===== src/rtl/rc4_sbox_ctrl_if.sv =====
// Keystream stream plus the two-read/two-write S-box RAM port bundle.
interface rc4_sbox_ctrl_if;
  logic [7:0] ks_data;
  logic       ks_valid;
  logic       ks_ready;
  logic [7:0] s_raddr;
  logic [7:0] s_rdata_a;
  logic [7:0] s_waddr;
  logic [7:0] s_wdata_a;
  logic [7:0] s_addr;
  logic [7:0] s_wdata_b;
  logic [7:0] s_rdata_b;
  logic       s_wen;

  modport master (
    output ks_data, ks_valid, s_raddr, s_waddr, s_wdata_a, s_addr, s_wdata_b, s_wen,
    input  ks_ready, s_rdata_a, s_rdata_b
  );

  modport slave (
    input  ks_data, ks_valid, s_raddr, s_waddr, s_wdata_a, s_addr, s_wdata_b, s_wen,
    output ks_ready, s_rdata_a, s_rdata_b
  );
endinterface


===== src/rtl/rc4_sbox_ctrl.sv =====
// RC4 front end: S-box init, KSA, then PRGA over an external combinational S-box RAM.
// First byte 772 cycles after start, then 4 cycles/byte; ks_data/ks_valid held while ks_ready=0.
module rc4_sbox_ctrl #(
  parameter int KEY_BYTES = 16,
  parameter int DROP      = 0
) (
  input  logic                   clk,
  input  logic                   rst_n,
  input  logic                   start,
  input  logic [8*KEY_BYTES-1:0] key,
  input  logic [15:0]            len,
  output logic                   busy,
  output logic                   done,
  rc4_sbox_ctrl_if.master        bus
);

  typedef enum logic [2:0] {
    IDLE, INIT, KSA_RD, KSA_SW, PRGA_RD, PRGA_SW, PRGA_OUT, HOLD
  } state_t;

  localparam logic [7:0]  K_LAST = 8'(KEY_BYTES - 1);
  localparam logic [15:0] DROP_L = 16'(DROP);

  state_t      state;
  logic [7:0]  i, j, k, si, t;
  logic [15:0] byte_cnt, drop_cnt, len_q;
  logic [7:0]  key_byte;

  always_comb begin
    key_byte = 8'h00;
    for (int n = 0; n < KEY_BYTES; n++) begin
      if (k == 8'(n)) key_byte = key[8*n +: 8];
    end
  end

  // done is registered one transition early so it coincides with the final PRGA_RD.
  always_ff @(posedge clk) begin
    if (!rst_n) begin
      state        <= IDLE;
      i            <= 8'h00;
      j            <= 8'h00;
      k            <= 8'h00;
      si           <= 8'h00;
      t            <= 8'h00;
      byte_cnt     <= 16'h0000;
      drop_cnt     <= 16'h0000;
      len_q        <= 16'h0000;
      busy         <= 1'b0;
      done         <= 1'b0;
      bus.ks_data  <= 8'h00;
      bus.ks_valid <= 1'b0;
    end else begin
      done <= 1'b0;
      case (state)
        IDLE: begin
          if (start) begin
            len_q    <= len;
            i        <= 8'h00;
            j        <= 8'h00;
            k        <= 8'h00;
            byte_cnt <= 16'h0000;
            drop_cnt <= 16'h0000;
            busy     <= 1'b1;
            state    <= INIT;
          end
        end
        INIT: begin
          i <= i + 8'd1;
          if (i == 8'hFF) state <= KSA_RD;
        end
        KSA_RD: begin
          si    <= bus.s_rdata_a;
          j     <= j + bus.s_rdata_a + key_byte;
          state <= KSA_SW;
        end
        KSA_SW: begin
          k <= (k == K_LAST) ? 8'h00 : k + 8'd1;
          if (i == 8'hFF) begin
            i     <= 8'h01;
            j     <= 8'h00;
            done  <= (len_q == 16'h0000);
            state <= PRGA_RD;
          end else begin
            i     <= i + 8'd1;
            state <= KSA_RD;
          end
        end
        PRGA_RD: begin
          if (byte_cnt == len_q) begin
            busy  <= 1'b0;
            state <= IDLE;
          end else begin
            si    <= bus.s_rdata_a;
            j     <= j + bus.s_rdata_a;
            state <= PRGA_SW;
          end
        end
        PRGA_SW: begin
          t     <= si + bus.s_rdata_b;
          state <= PRGA_OUT;
        end
        PRGA_OUT: begin
          if (drop_cnt != DROP_L) begin
            drop_cnt <= drop_cnt + 16'd1;
            i        <= i + 8'd1;
            done     <= (byte_cnt == len_q);
            state    <= PRGA_RD;
          end else begin
            bus.ks_data  <= bus.s_rdata_a;
            bus.ks_valid <= 1'b1;
            state        <= HOLD;
          end
        end
        HOLD: begin
          if (bus.ks_ready) begin
            bus.ks_valid <= 1'b0;
            byte_cnt     <= byte_cnt + 16'd1;
            i            <= i + 8'd1;
            done         <= (byte_cnt + 16'd1 == len_q);
            state        <= PRGA_RD;
          end
        end
        default: state <= IDLE;
      endcase
    end
  end

  // Swap states: port B reads old S[j] and writes old S[i]; port A writes old S[j] into S[i].
  always_comb begin
    bus.s_raddr   = 8'h00;
    bus.s_waddr   = 8'h00;
    bus.s_wdata_a = 8'h00;
    bus.s_addr    = 8'h00;
    bus.s_wdata_b = 8'h00;
    bus.s_wen     = 1'b0;
    case (state)
      INIT: begin
        bus.s_waddr   = i;
        bus.s_addr    = i;
        bus.s_wdata_a = i;
        bus.s_wdata_b = i;
        bus.s_wen     = 1'b1;
      end
      KSA_RD:   bus.s_raddr = i;
      KSA_SW, PRGA_SW: begin
        bus.s_addr    = j;
        bus.s_waddr   = i;
        bus.s_wdata_a = bus.s_rdata_b;
        bus.s_wdata_b = si;
        bus.s_wen     = 1'b1;
      end
      PRGA_RD:  if (byte_cnt != len_q) bus.s_raddr = i;
      PRGA_OUT: bus.s_raddr = t;
      default: ;
    endcase
  end

endmodule


===== src/flat_wrapper.sv =====
// flat-port wrapper written by rule: the top's interface ports become plain ports
module rc4_sbox_ctrl_flat 
#(
  parameter int KEY_BYTES = 16,
  parameter int DROP      = 0
)
  (clk, rst_n, start, key, len, busy, done, bus_ks_data, bus_ks_valid, bus_s_raddr, bus_s_waddr, bus_s_wdata_a, bus_s_addr, bus_s_wdata_b, bus_s_wen, bus_ks_ready, bus_s_rdata_a, bus_s_rdata_b);
  rc4_sbox_ctrl_if bus_i ();
  input  logic clk;
  input  logic rst_n;
  input  logic start;
  input  logic [8*KEY_BYTES-1:0] key;
  input  logic [15:0] len;
  output logic busy;
  output logic done;
  output wire logic [$bits(bus_i.ks_data)-1:0] bus_ks_data;
  output wire logic [$bits(bus_i.ks_valid)-1:0] bus_ks_valid;
  output wire logic [$bits(bus_i.s_raddr)-1:0] bus_s_raddr;
  output wire logic [$bits(bus_i.s_waddr)-1:0] bus_s_waddr;
  output wire logic [$bits(bus_i.s_wdata_a)-1:0] bus_s_wdata_a;
  output wire logic [$bits(bus_i.s_addr)-1:0] bus_s_addr;
  output wire logic [$bits(bus_i.s_wdata_b)-1:0] bus_s_wdata_b;
  output wire logic [$bits(bus_i.s_wen)-1:0] bus_s_wen;
  input wire logic [$bits(bus_i.ks_ready)-1:0] bus_ks_ready;
  input wire logic [$bits(bus_i.s_rdata_a)-1:0] bus_s_rdata_a;
  input wire logic [$bits(bus_i.s_rdata_b)-1:0] bus_s_rdata_b;
  assign bus_ks_data = bus_i.ks_data;
  assign bus_ks_valid = bus_i.ks_valid;
  assign bus_s_raddr = bus_i.s_raddr;
  assign bus_s_waddr = bus_i.s_waddr;
  assign bus_s_wdata_a = bus_i.s_wdata_a;
  assign bus_s_addr = bus_i.s_addr;
  assign bus_s_wdata_b = bus_i.s_wdata_b;
  assign bus_s_wen = bus_i.s_wen;
  assign bus_i.ks_ready = bus_ks_ready;
  assign bus_i.s_rdata_a = bus_s_rdata_a;
  assign bus_i.s_rdata_b = bus_s_rdata_b;
  rc4_sbox_ctrl #(.KEY_BYTES(KEY_BYTES), .DROP(DROP)) u_core (.clk(clk), .rst_n(rst_n), .start(start), .key(key), .len(len), .busy(busy), .done(done), .bus(bus_i));
endmodule

===== config.mk =====
export PLATFORM = sky130hd
export DESIGN_NAME = rc4_sbox_ctrl_flat
export DESIGN_NICKNAME = d
export VERILOG_FILES = /design/src/rtl/rc4_sbox_ctrl_if.sv /design/src/rtl/rc4_sbox_ctrl.sv /design/src/flat_wrapper.sv
export SDC_FILE = /design/constraint.sdc
export NUM_CORES = 1
export LEC_CHECK = 0
export BUFFER_PORTS_ARGS = -buffer_cell sky130_fd_sc_hd__buf_4
export CAP_MARGIN = 10
export CORE_MARGIN = 10
export CORE_UTILIZATION = 34
export CTS_CLUSTER_SIZE = 16
export DETAILED_ROUTE_END_ITERATION = 16
export SYNTH_ARGS = -nofsm -noshare
export SYNTH_HDL_FRONTEND = slang
export SYNTH_SLANG_ARGS = --single-unit

===== constraint.sdc =====
create_clock -name clk -period 4.2 [get_ports clk]
set_input_delay 0.21 -clock clk [delete_from_list [all_inputs] [get_ports clk]]
set_output_delay 0.21 -clock clk [all_outputs]
set_load 0.02 [all_outputs]

==> metrics, run 1 <==
achievable clock frequency approximately 0.25 GHz; startpoint type of the worst setup path register; clock insertion delay at the later pin of the skew report about 0.36 ns; Hold/Removal Path Class in -> reg; Layout Nets about 1500; number of optimization iterations in the first detailed-route pass 5; critical hold path startpoint len[9]; Total Die Area 30100 µm²; placed wire-length estimate 24.9 mm; First DRT Iteration DRCs approximately 600; category of the worst setup path capture point register; Seq. cell area 2040 µm²; end of the worst hold path u_core.len_q[9]$_SDFFE_PN0P_; number of standard cells after synthesis 1104; cell area power density roughly 220 nW/µm²; Worst Path Arrival 4.30 ns; Antenna Cells 0; aggregate global-route resource usage 20.0%; Yosys warning total 0; worst vdd rail ir drop around 0.25 mV; critical-path maximum fanout 13; number of cell instances on the worst register-to-register path 18; register-to-register path setup slack about 0.19 ns; number of antenna violations at the first check in global routing 0; setup repair after global routing missed its margin no; Via-to-Cell Ratio between 5 and 6; final setup fails 0; main area contributors after synthesis dfxtp_1, a21oi_1, nand2_1; clk buf depth 2; synthesized area per cell 7.25 µm²; Period Utilization, post-route 95.5%; clock sink total ~100; pin count of the biggest net entering global routing 66; leakage component of the power around 4.2 nW; Final Max Slew Viols 0; number of filler instances in the final layout 2442; cell at the root of the clock tree clkbuf_16; Horiz. Die Dim 173 µm; standard cell area after detailed placement 9990 µm²; number of failing hold endpoints at the final stage 0; wire length of the first global-routing pass about 49 mm; cell taking the most area after synthesis dfxtp_1; critical path start-end classification reg -> reg; Synth Register Bits 102; number of different library cells in the post-synthesis netlist 82; synthesized area ~8000 µm²; TNS Setup 0 ns; tightest slew margin relative to the limit roughly a quarter; y dimension of the die 173 µm; area growth from synthesis to layout 29.2%; area of the multi-input gates about 5500 µm²; Post-synth top flop dfxtp_1; outcome complete, no violations; effective utilization at floorplan roughly 34%; async set-or-reset flop fraction in the synthesized netlist 0%; final weighted congestion in routability-driven placement 0.978; number of buffers inserted by hold repair at cts 0; instance count along the most critical hold path 3; syn nets between 1000 and 1500; Worst EP required around 4.5 ns; max capacitance violation total 0; clock edge transition at the registers on the reported setup and hold paths roughly 0.07 ns; standard-cell row count between 50 and 60; top-level I/O count between 200 and 250; most common library cells after synthesis nand2_1, nor2_1, a21oi_1; grt total ovfl 0; Routed wire per std cell 19.3 µm; level count of the clock H-tree 3; Max Clock Skew 0.0105 ns; clock tree from TritonCTS done; R2R Path Start u_core.k[1]$_SDFFE_PN0P_; count of nets left with antenna violations after detail routing 0; DRC violation count after routing 0; post-detailed-routing wire length ~31 mm; share of synthesized area occupied by flip-flops and latches ~26%; Final Instance Area roughly 10000 µm²; cts bufs inserted 9; via count of the first global-routing pass a little under 9000; core region area between 20000 and 25000 µm²; measured slew at the worst slew-check pin 1.11 ns; ratio of cells with drive above 1 in the final layout 23.3%; endpoint of the lowest-slack register-to-register path u_core.j[7]$_SDFFE_PN0P_; total via count in the routed design ~9000; most repeated cell in the gate-level netlist after synthesis nand2_1; count of flip-flops with a built-in enable after synthesis 0; time the worst path needs with I/O delays and setup 4.01 ns; area share of the leading cell type in the synthesized netlist around 26%; number of buffer cells added on primary ports 215
==> where the power goes <==
part	leakage, nW	internal [mW]	switching, mW	total, mW
clock network	0.148	0.471	0.411	0.882
registers	0.826	0.983	0.0248	1.01
logic	3.28	0.212	0.213	0.425
==> routing by layer <==
layer / track usage (%) / routed length (µm) / vias up
met2: 33.5 / 15000 / 281
li1: - / - / 4380
met1: 24.9 / 13800 / 4244
met3: 4.66 / 1890 / 47
met4: 6.22 / 737 / 0
met5: 0 / 0 / -
==> cell families after synthesis <==
group | synth area share (%)
mux | 2.88
fa+ha+maj | 5.28
buf+inv | 5.72
compound gates | 25.5
xor+xnor | 6.46
simple gates | 28.6
flops | 25.5
==> worst max-delay path, stage by stage (launching register included) <==
cell and delay, ns:
dfxtp_1 0.34, inv_1 0.12, ha_1 0.21, buf_4 0.24
nor3_4 0.06, buf_4 0.17, buf_4 0.16, a221oi_1 0.25
nor3_1 0.07, a21oi_1 0.18, o22ai_1 0.12, a211o_1 0.31
ha_1 0.32, inv_1 0.06, o211ai_1 0.26, a2111oi_2 0.13
or4_1 0.55, or3_1 0.32, nand4_1 0.09
==> final cells by class <==
class                      instances  area share, %
tap                              319           3.86
timing repair buffer             258           18.7
clock inverter                     7          0.774
sequential                       102           19.7
multi-input combinational        896           53.3
clock buffer                       9           2.18
inverter                          38           1.38
==> state kept, by name, summed over array words and instances (netlist names) <==
| signal | count |
|---|---|
| u_core.state | 3 |
| u_core.k | 8 |
| u_core.bus.ks_valid | 1 |
| u_core.t | 8 |
| u_core.byte_cnt | 16 |
| u_core.drop_cnt | 16 |
| u_core.si | 8 |
| u_core.i | 8 |
| u_core.busy | 1 |
| u_core.done | 1 |
| u_core.j | 8 |
| u_core.len_q | 16 |
| u_core.bus.ks_data | 8 |
==> how the worst max path moves through the flow <==
stage | cells past startpoint | from | slack, ns | endpoint
5_1_grt | 18 | u_core.k[1]$_SDFFE_PN0P_ | 0.007 | u_core.j[7]$_SDFFE_PN0P_
3_5_place_dp | 15 | u_core.k[0]$_SDFFE_PN0P_ | 0.11 | u_core.j[7]$_SDFFE_PN0P_
2_1_floorplan | 17 | u_core.k[0]$_SDFFE_PN0P_ | 0.45 | u_core.j[7]$_SDFFE_PN0P_
4_1_cts | 15 | u_core.k[0]$_SDFFE_PN0P_ | 0.07 | u_core.j[7]$_SDFFE_PN0P_
3_3_place_gp | 15 | u_core.k[0]$_SDFFE_PN0P_ | 0.23 | u_core.j[7]$_SDFFE_PN0P_
6_report | 18 | u_core.k[1]$_SDFFE_PN0P_ | 0.19 | u_core.j[7]$_SDFFE_PN0P_
==> stage by stage <==
step,hold WS (ns),total power [mW],std cells,utilization (%),setup slack [ns]
3_3_place_gp,0.441,1.45,1608,42.8,0.232
2_1_floorplan,0.346,1.24,1104,-,0.451
3_5_place_dp,0.448,1.45,1608,42.8,0.110
4_1_cts,0.0834,2.33,1624,44.1,0.0694
6_report,0.0989,2.32,1629,44.3,0.189
5_1_grt,0.100,2.43,1629,44.3,0.00706
==> repair_timing <==
action                                  in CTS  in global routing
resized for setup                            0                  4
endpoints found under the setup margin       0                  2
buffers inserted                             0                  5
==> cell usage in the layout, fill, tap and decap left out, types with 4 or more instances in the layout <==
cell	netlist	final
xnor2_1	25	25
nor2b_1	31	31
and3_1	22	22
o31ai_1	4	4
and2_1	13	13
a21o_1	5	5
o22ai_1	9	9
a21boi_0	5	5
a211oi_1	11	11
inv_1	37	36
ha_1	29	29
or4_1	4	4
o21ai_0	63	63
a31oi_1	18	18
nand4_1	15	15
o211ai_1	4	4
buf_4	1	258
nand2_1	137	137
nor4_1	12	12
dfxtp_1	102	102
xor2_1	34	34
nor2_1	127	127
a22o_1	8	8
nor3_2	3	4
o211a_1	5	5
nand2b_1	6	6
clkbuf_16	0	9
a21oi_1	103	103
a22oi_1	14	14
a32oi_1	5	5
mux2i_1	23	23
nor3_1	24	23
or3_1	12	12
nand3_1	38	38
a221oi_1	11	11
Note: power is estimated with default switching activity, not from simulation.
==> inputs of run 2 (changes only) <==
--- a/config.mk
+++ b/config.mk
@@ -5,12 +5,15 @@
 export SDC_FILE = /design/constraint.sdc
 export NUM_CORES = 1
 export LEC_CHECK = 0
+export ABC_AREA = 1
 export BUFFER_PORTS_ARGS = -buffer_cell sky130_fd_sc_hd__buf_4
 export CAP_MARGIN = 10
 export CORE_MARGIN = 10
 export CORE_UTILIZATION = 34
 export CTS_CLUSTER_SIZE = 16
 export DETAILED_ROUTE_END_ITERATION = 16
+export MAX_ROUTING_LAYER = met4
 export SYNTH_ARGS = -nofsm -noshare
 export SYNTH_HDL_FRONTEND = slang
 export SYNTH_SLANG_ARGS = --single-unit
+export TNS_END_PERCENT = 10
==> run 2 against run 1 <==
Effect of this change:
- via count fell by 7.9%
- area after synthesis fell by 8.0%
- maximum frequency grew 5.6%
- synthesized cell count is 4.1% higher
- clock power is 12% higher
- utilization grew 1.6 points
- design area fell by 6.1%
- critical path type unchanged
==> metrics, run 2 <==
outcome complete, no violations; syn nets around 1300; Antenna Cells 0; synthesized area about 7400 µm²; critical-path maximum fanout 7; cts bufs inserted 9; Pwr Total 2.57 mW; Post-synth top flop dfxtp_1; setup repair after global routing missed its margin no; total via count in the routed design approximately 8000; clk buf depth 2; final worst hold slack ~0.11 ns; count of nets left with antenna violations after detail routing 0; pin count of the biggest net entering global routing 42; Hold/Removal Path Class in -> reg; leading registers by flop count u_core.byte_cnt (16), u_core.drop_cnt (16), u_core.len_q (16); Yosys warning total 0; slowest library cell on the worst path fa_2; via count of the first global-routing pass ~8100; y dimension of the die 167 µm; post-detailed-routing wire length between 20 and 30 mm; share of synthesized area occupied by flip-flops and latches between 20 and 30%; aggregate global-route resource usage a little under a fifth; Layout Nets 1558; level count of the clock H-tree 3; Combinational Power Share a little over a fifth; Seq. cell area roughly 2000 µm²; Internal roughly 1.8 mW; core region area 21200 µm²; placed wire-length estimate about 21 mm; post-placement cell count about 1600; area share of the leading cell type in the synthesized netlist between 20% and 30%; clock insertion delay at the later pin of the skew report 0.36 ns; clock tree from TritonCTS done; most frequent cells in the layout buf_4, nand2_1, a21oi_1, inv_1, nor2_1; Clk pwr share around two fifths; crit-path most repeated cell nand2_1; Post-Layout Cell Count around 1600; Synth Register Bits 102; wire length of the first global-routing pass roughly 43 mm; cell taking the most area after synthesis dfxtp_1; final setup fails 0; clock edge transition at the registers on the reported setup and hold paths about 0.08 ns; Total Die Area approximately 28000 µm²; TNS Setup 0 ns; standard-cell row count 53; Sw Pwr roughly 0.73 mW; ratio of cells with drive above 1 in the final layout 22.1%; number of antenna violations at the first check in global routing 0; Max Clock Skew 0.0139 ns; most common library cell in the layout ignoring fill and taps buf_4; Worst Path Arrival just over 4 ns; main area contributors after synthesis dfxtp_1, nand2_1, a21oi_1; Final Max Slew Viols 0; number of optimization iterations in the first detailed-route pass 5; Worst path max stage delay between 0.3 and 0.4 ns; effective utilization at floorplan about a third; most repeated cell in the gate-level netlist after synthesis nand2_1; Final Instance Area ~9700 µm²; most common library cells after synthesis nand2_1, a21oi_1, inv_1; max capacitance violation total 0; Horiz. Die Dim ~170 µm; final weighted congestion in routability-driven placement 0.945; number of standard cells after synthesis approximately 1100; number of buffers inserted by hold repair at cts 0; critical path start-end classification reg -> reg; number of buffer cells added on primary ports approximately 220; standard cell area after detailed placement approximately 9300 µm²; top-level I/O count between 200 and 250; post-route worst setup slack 0.400 ns; count of flip-flops with a built-in enable after synthesis 0; time the worst path needs with I/O delays and setup approximately 3.8 ns; synthesized area per cell ~6.4 µm²; Period Utilization, post-route about nine tenths; achievable clock frequency 0.263 GHz; area of the multi-input gates 4660 µm²; clock sink total 102; cell area power density roughly 260 nW/µm²; startpoint type of the worst setup path register; number of different library cells in the post-synthesis netlist 52; Routed wire per std cell about 16 µm; category of the worst setup path capture point register; number of failing hold endpoints at the final stage 0; leakage component of the power 4.23 nW; measured slew at the worst slew-check pin 0.774 ns; tightest slew margin relative to the limit between 40 and 50%; Via-to-Cell Ratio around 5; fraction of power consumed by sequential logic about 40%; First DRT Iteration DRCs 580; worst vdd rail ir drop approximately 0.19 mV; grt total ovfl 0; cell at the root of the clock tree clkbuf_16; switching portion of total power roughly 28%; number of filler instances in the final layout approximately 2300; Worst EP required 4.48 ns; DRC violation count after routing 0; share of the core filled with cells about 46%; async set-or-reset flop fraction in the synthesized netlist 0%; post-placement setup slack approximately 0.22 ns; area growth from synthesis to layout 31.9%
## run 2: changes by cell type in the layout (fill, tap and decap cells not counted), sizes merged, moves of 23 or more
cell | previous run | this run
buf | 258 | 233
nand2 | 139 | 227
o21ai | 67 | 92
mux2i | 23 | 0
inv | 41 | 151
nor2b | 31 | 0
a21oi | 103 | 160
nand3 | 38 | 69
## run 2: final cells by class
type	instances	share of cell area, %
Clock buffer	10	2.46
Clock inverter	5	1.10
Inverter	151	5.84
Multi-Input combinational cell	865	48.0
Sequential cell	102	21.0
Tap cell	275	3.54
Timing Repair Buffer	233	18.0
## run 2: layer usage
metal | up-vias | track usage (%) | wire length, µm
met5 | - | - | 0
met4 | 0 | 3.07 | 220
met2 | 241 | 29.8 | 12100
met1 | 3746 | 24.5 | 12700
met3 | 17 | 3.93 | 1650
li1 | 4242 | - | -
## run 2: cells by family (layout without fill, tap and decap cells)
group                      after synthesis  after routing  share of synthesized area, %
DFF                                    102            102                          27.7
buffers and inverters                  182            399                          9.40
adders and majority gates               32             32                          5.74
and+or+nand+nor                        486            486                          29.5
xor gates and xnor gates                43             43                          5.22
AOI/OAI and AO/OA                      304            304                          22.4
## run 2: path summary, 6_finish.rpt
check	startpoint	endpoint	slack, ns	cells after the start
setup / recovery	u_core.k[0]$_SDFFE_PN0P_	u_core.j[6]$_SDFFE_PN0P_	0.40	30
hold / removal	bus_s_rdata_a[4]	u_core.bus.ks_data[4]$_SDFFE_PN0P_	0.11	3
setup reg to reg	u_core.k[0]$_SDFFE_PN0P_	u_core.j[6]$_SDFFE_PN0P_	0.40	30
hold reg to reg	u_core.t[0]$_SDFFE_PN0P_	u_core.t[0]$_SDFFE_PN0P_	0.45	2
## run 2: timing repair
action / in CTS / in global routing
gates resized for setup: 0 / 12
setup buffers: 0 / 0
setup endpoints to repair: 0 / 3
## run 2: power by group through the flow
stage          logic (mW)  registers [mW]  clock network, mW
4_1_cts             0.547            1.02               1.00
3_3_place_gp        0.543            1.04                  0
6_report            0.565            1.02              0.984
3_5_place_dp        0.544            1.04                  0
5_1_grt             0.635            1.03               1.04
2_1_floorplan       0.316            1.04                  0
## run 2: worst max-delay path: cells and delay by family, from the launching register on
kind / cells / cell delay [ns]
compound gates: 9 / 1.26
fa+ha+maj: 3 / 0.70
buf+inv: 5 / 0.41
flops: 1 / 0.35
simple gates: 13 / 1.02
==> inputs of run 3 (changes only) <==
--- a/config.mk
+++ b/config.mk
@@ -5,7 +5,6 @@
 export SDC_FILE = /design/constraint.sdc
 export NUM_CORES = 1
 export LEC_CHECK = 0
-export ABC_AREA = 1
 export BUFFER_PORTS_ARGS = -buffer_cell sky130_fd_sc_hd__buf_4
 export CAP_MARGIN = 10
 export CORE_MARGIN = 10
==> run 3 against run 2 <==
Effect of this change:
- global-route usage increased by 2.3 points
- utilization decreased by 1.4 points
- sequential share of layout area decreased by 1.4 points
- power decreased by 9.0%
- first-iteration DRC count increased by 29%
- cell count decreased by 0.67%
- clock skew decreased by 0.0025 ns
- critical path depth decreased by 15
- critical endpoint is now u_core.j[7]$_SDFFE_PN0P_
==> metrics, run 3 (synthesized netlist as in run 1, its figures left out) <==
outcome complete, no violations; count of nets left with antenna violations after detail routing 0; First DRT Iteration DRCs 746; cell area power density ~230 nW/µm²; detailed-routed wire length on met3 1.73 mm; level count of the clock H-tree 3; placed wire-length estimate between 20 and 30 mm; clock insertion delay at the later pin of the skew report ~0.35 ns; Pwr Total 2.34 mW; cell at the root of the clock tree clkbuf_16; Period Utilization, post-route 94.1%; leading registers by flop count u_core.byte_cnt (16), u_core.drop_cnt (16), u_core.len_q (16); instance count along the most critical hold path 3; startpoint type of the worst setup path register; ratio of cells with drive above 1 in the final layout a little under a quarter; Layout Nets 1500; critical path start-end classification reg -> reg; y dimension of the die 173 µm; Horiz. Die Dim ~170 µm; Routed met1 length about 14 mm; Top Metal Used met4; TNS Setup 0 ns; leakage component of the power about 4.3 nW; time the worst path needs with I/O delays and setup roughly 4.0 ns; final setup fails 0; routed wl met2 between 10 and 15 mm; Max Clock Skew roughly 0.011 ns; Final Max Slew Viols 0; Routed wire per std cell 19.4 µm; clock edge transition at the registers on the reported setup and hold paths approximately 0.08 ns; Worst Path Arrival ~4.2 ns; cts bufs inserted 9; most common library cell in the layout ignoring fill and taps buf_4; tightest slew margin relative to the limit around 28%; via count of the first global-routing pass around 9200; number of cell instances on the worst register-to-register path 15; effective utilization at floorplan about 34%; number of buffers inserted by hold repair at cts 0; area growth from synthesis to layout 29.8%; aggregate global-route resource usage between 20% and 30%; measured slew at the worst slew-check pin ~1.1 ns; clock sink total around 100; setup repair after global routing missed its margin no; category of the worst setup path capture point register; post-detailed-routing wire length ~32 mm; cells along the critical path or4_4, nor3_4, buf_4, a221oi_1, o31ai_1, nand2_1, o211ai_2, o2111a_1, ha_1, a21oi_1, o211ai_1, a2111oi_2, o311ai_0, or4_1, nand4_1; achievable clock frequency ~0.25 GHz; clk buf depth 2; standard-cell row count 56; pin count of the biggest net entering global routing between 60 and 70; Hold/Removal Path Class in -> reg; max capacitance violation total 0; critical-path maximum fanout 11; Worst path max stage delay 0.67 ns; number of buffer cells added on primary ports 215; number of antenna violations at the first check in global routing 2; total via count in the routed design 8952; Via-to-Cell Ratio about 5.5; DRC violation count after routing 0; grt total ovfl 0; final weighted congestion in routability-driven placement 1.02; top-level I/O count 216; slowest library cell on the worst path or4_4; number of optimization iterations in the first detailed-route pass 5; wire length of the first global-routing pass 50.3 mm; Total Die Area approximately 30000 µm²; Worst EP required roughly 4.5 ns; worst vdd rail ir drop 0.181 mV; most frequent cells in the layout buf_4, nand2_1, nor2_1, a21oi_1, dfxtp_1; number of failing hold endpoints at the final stage 0; core region area about 23000 µm²; clock tree from TritonCTS done
-- run 3: cell type report --
| cell class | instances | area, µm² |
|---|---|---|
| Fill cell | 2413 | 12900 |
| Multi-Input combinational cell | 896 | 5520 |
| Sequential cell | 102 | 2040 |
| Timing Repair Buffer | 257 | 1950 |
| Tap cell | 319 | 399 |
| Clock buffer | 11 | 253 |
| Inverter | 38 | 143 |
| Clock inverter | 5 | 76.3 |
| Antenna cell | 2 | 5.00 |
-- run 3: path summary, 6_finish.rpt --
path,from,end,slack (ns)
worst max-delay path,u_core.k[5]$_SDFFE_PN0P_,u_core.j[7]$_SDFFE_PN0P_,0.25
worst min-delay path,len[9],u_core.len_q[9]$_SDFFE_PN0P_,0.1
worst max register to register,u_core.k[5]$_SDFFE_PN0P_,u_core.j[7]$_SDFFE_PN0P_,0.25
worst min register to register,u_core.t[3]$_SDFFE_PN0P_,u_core.t[3]$_SDFFE_PN0P_,0.45
-- run 3: through the flow --
step	area (µm²)	setup WS (ns)	hold WS [ns]	cells	util, %
after floorplan	8000	0.451	0.346	1104	-
after detailed placement	10000	0.0359	0.446	1610	43.0
after CTS	10400	0.0249	0.0893	1626	44.4
after global routing	10400	0.00951	0.0976	1630	44.5
final	10400	0.247	0.100	1630	44.5
after global placement	10000	0.164	0.441	1610	43.0
-- run 3: where the power goes --
group          total [mW]  switching (mW)  leakage (nW)  internal, mW
sequential           1.01          0.0245         0.826         0.983
clock               0.908           0.400         0.159         0.509
combinational       0.425           0.212          3.28         0.213
total                2.34           0.637          4.26          1.70
-- run 3: timing repair --
action                                  in CTS  in global routing
endpoints found under the setup margin       0                  1
setup buffers                                0                  2
resized for setup                            0                  4
-- run 3: metal layers --
metal  up-vias  track usage (%)
met2       330             33.8
li1       4380                -
met3        56             3.49
met1      4186             26.3
met4         0             7.37
met5         -                -
-- run 3: worst max-delay path: cells and delay by family, from the launching register on --
family / cells / cell delay [ns]
DFF: 1 / 0.38
adders and majority gates: 1 / 0.23
and+or+nand+nor: 5 / 1.59
AOI/OAI and AO/OA: 8 / 1.51
buffers and inverters: 1 / 0.19
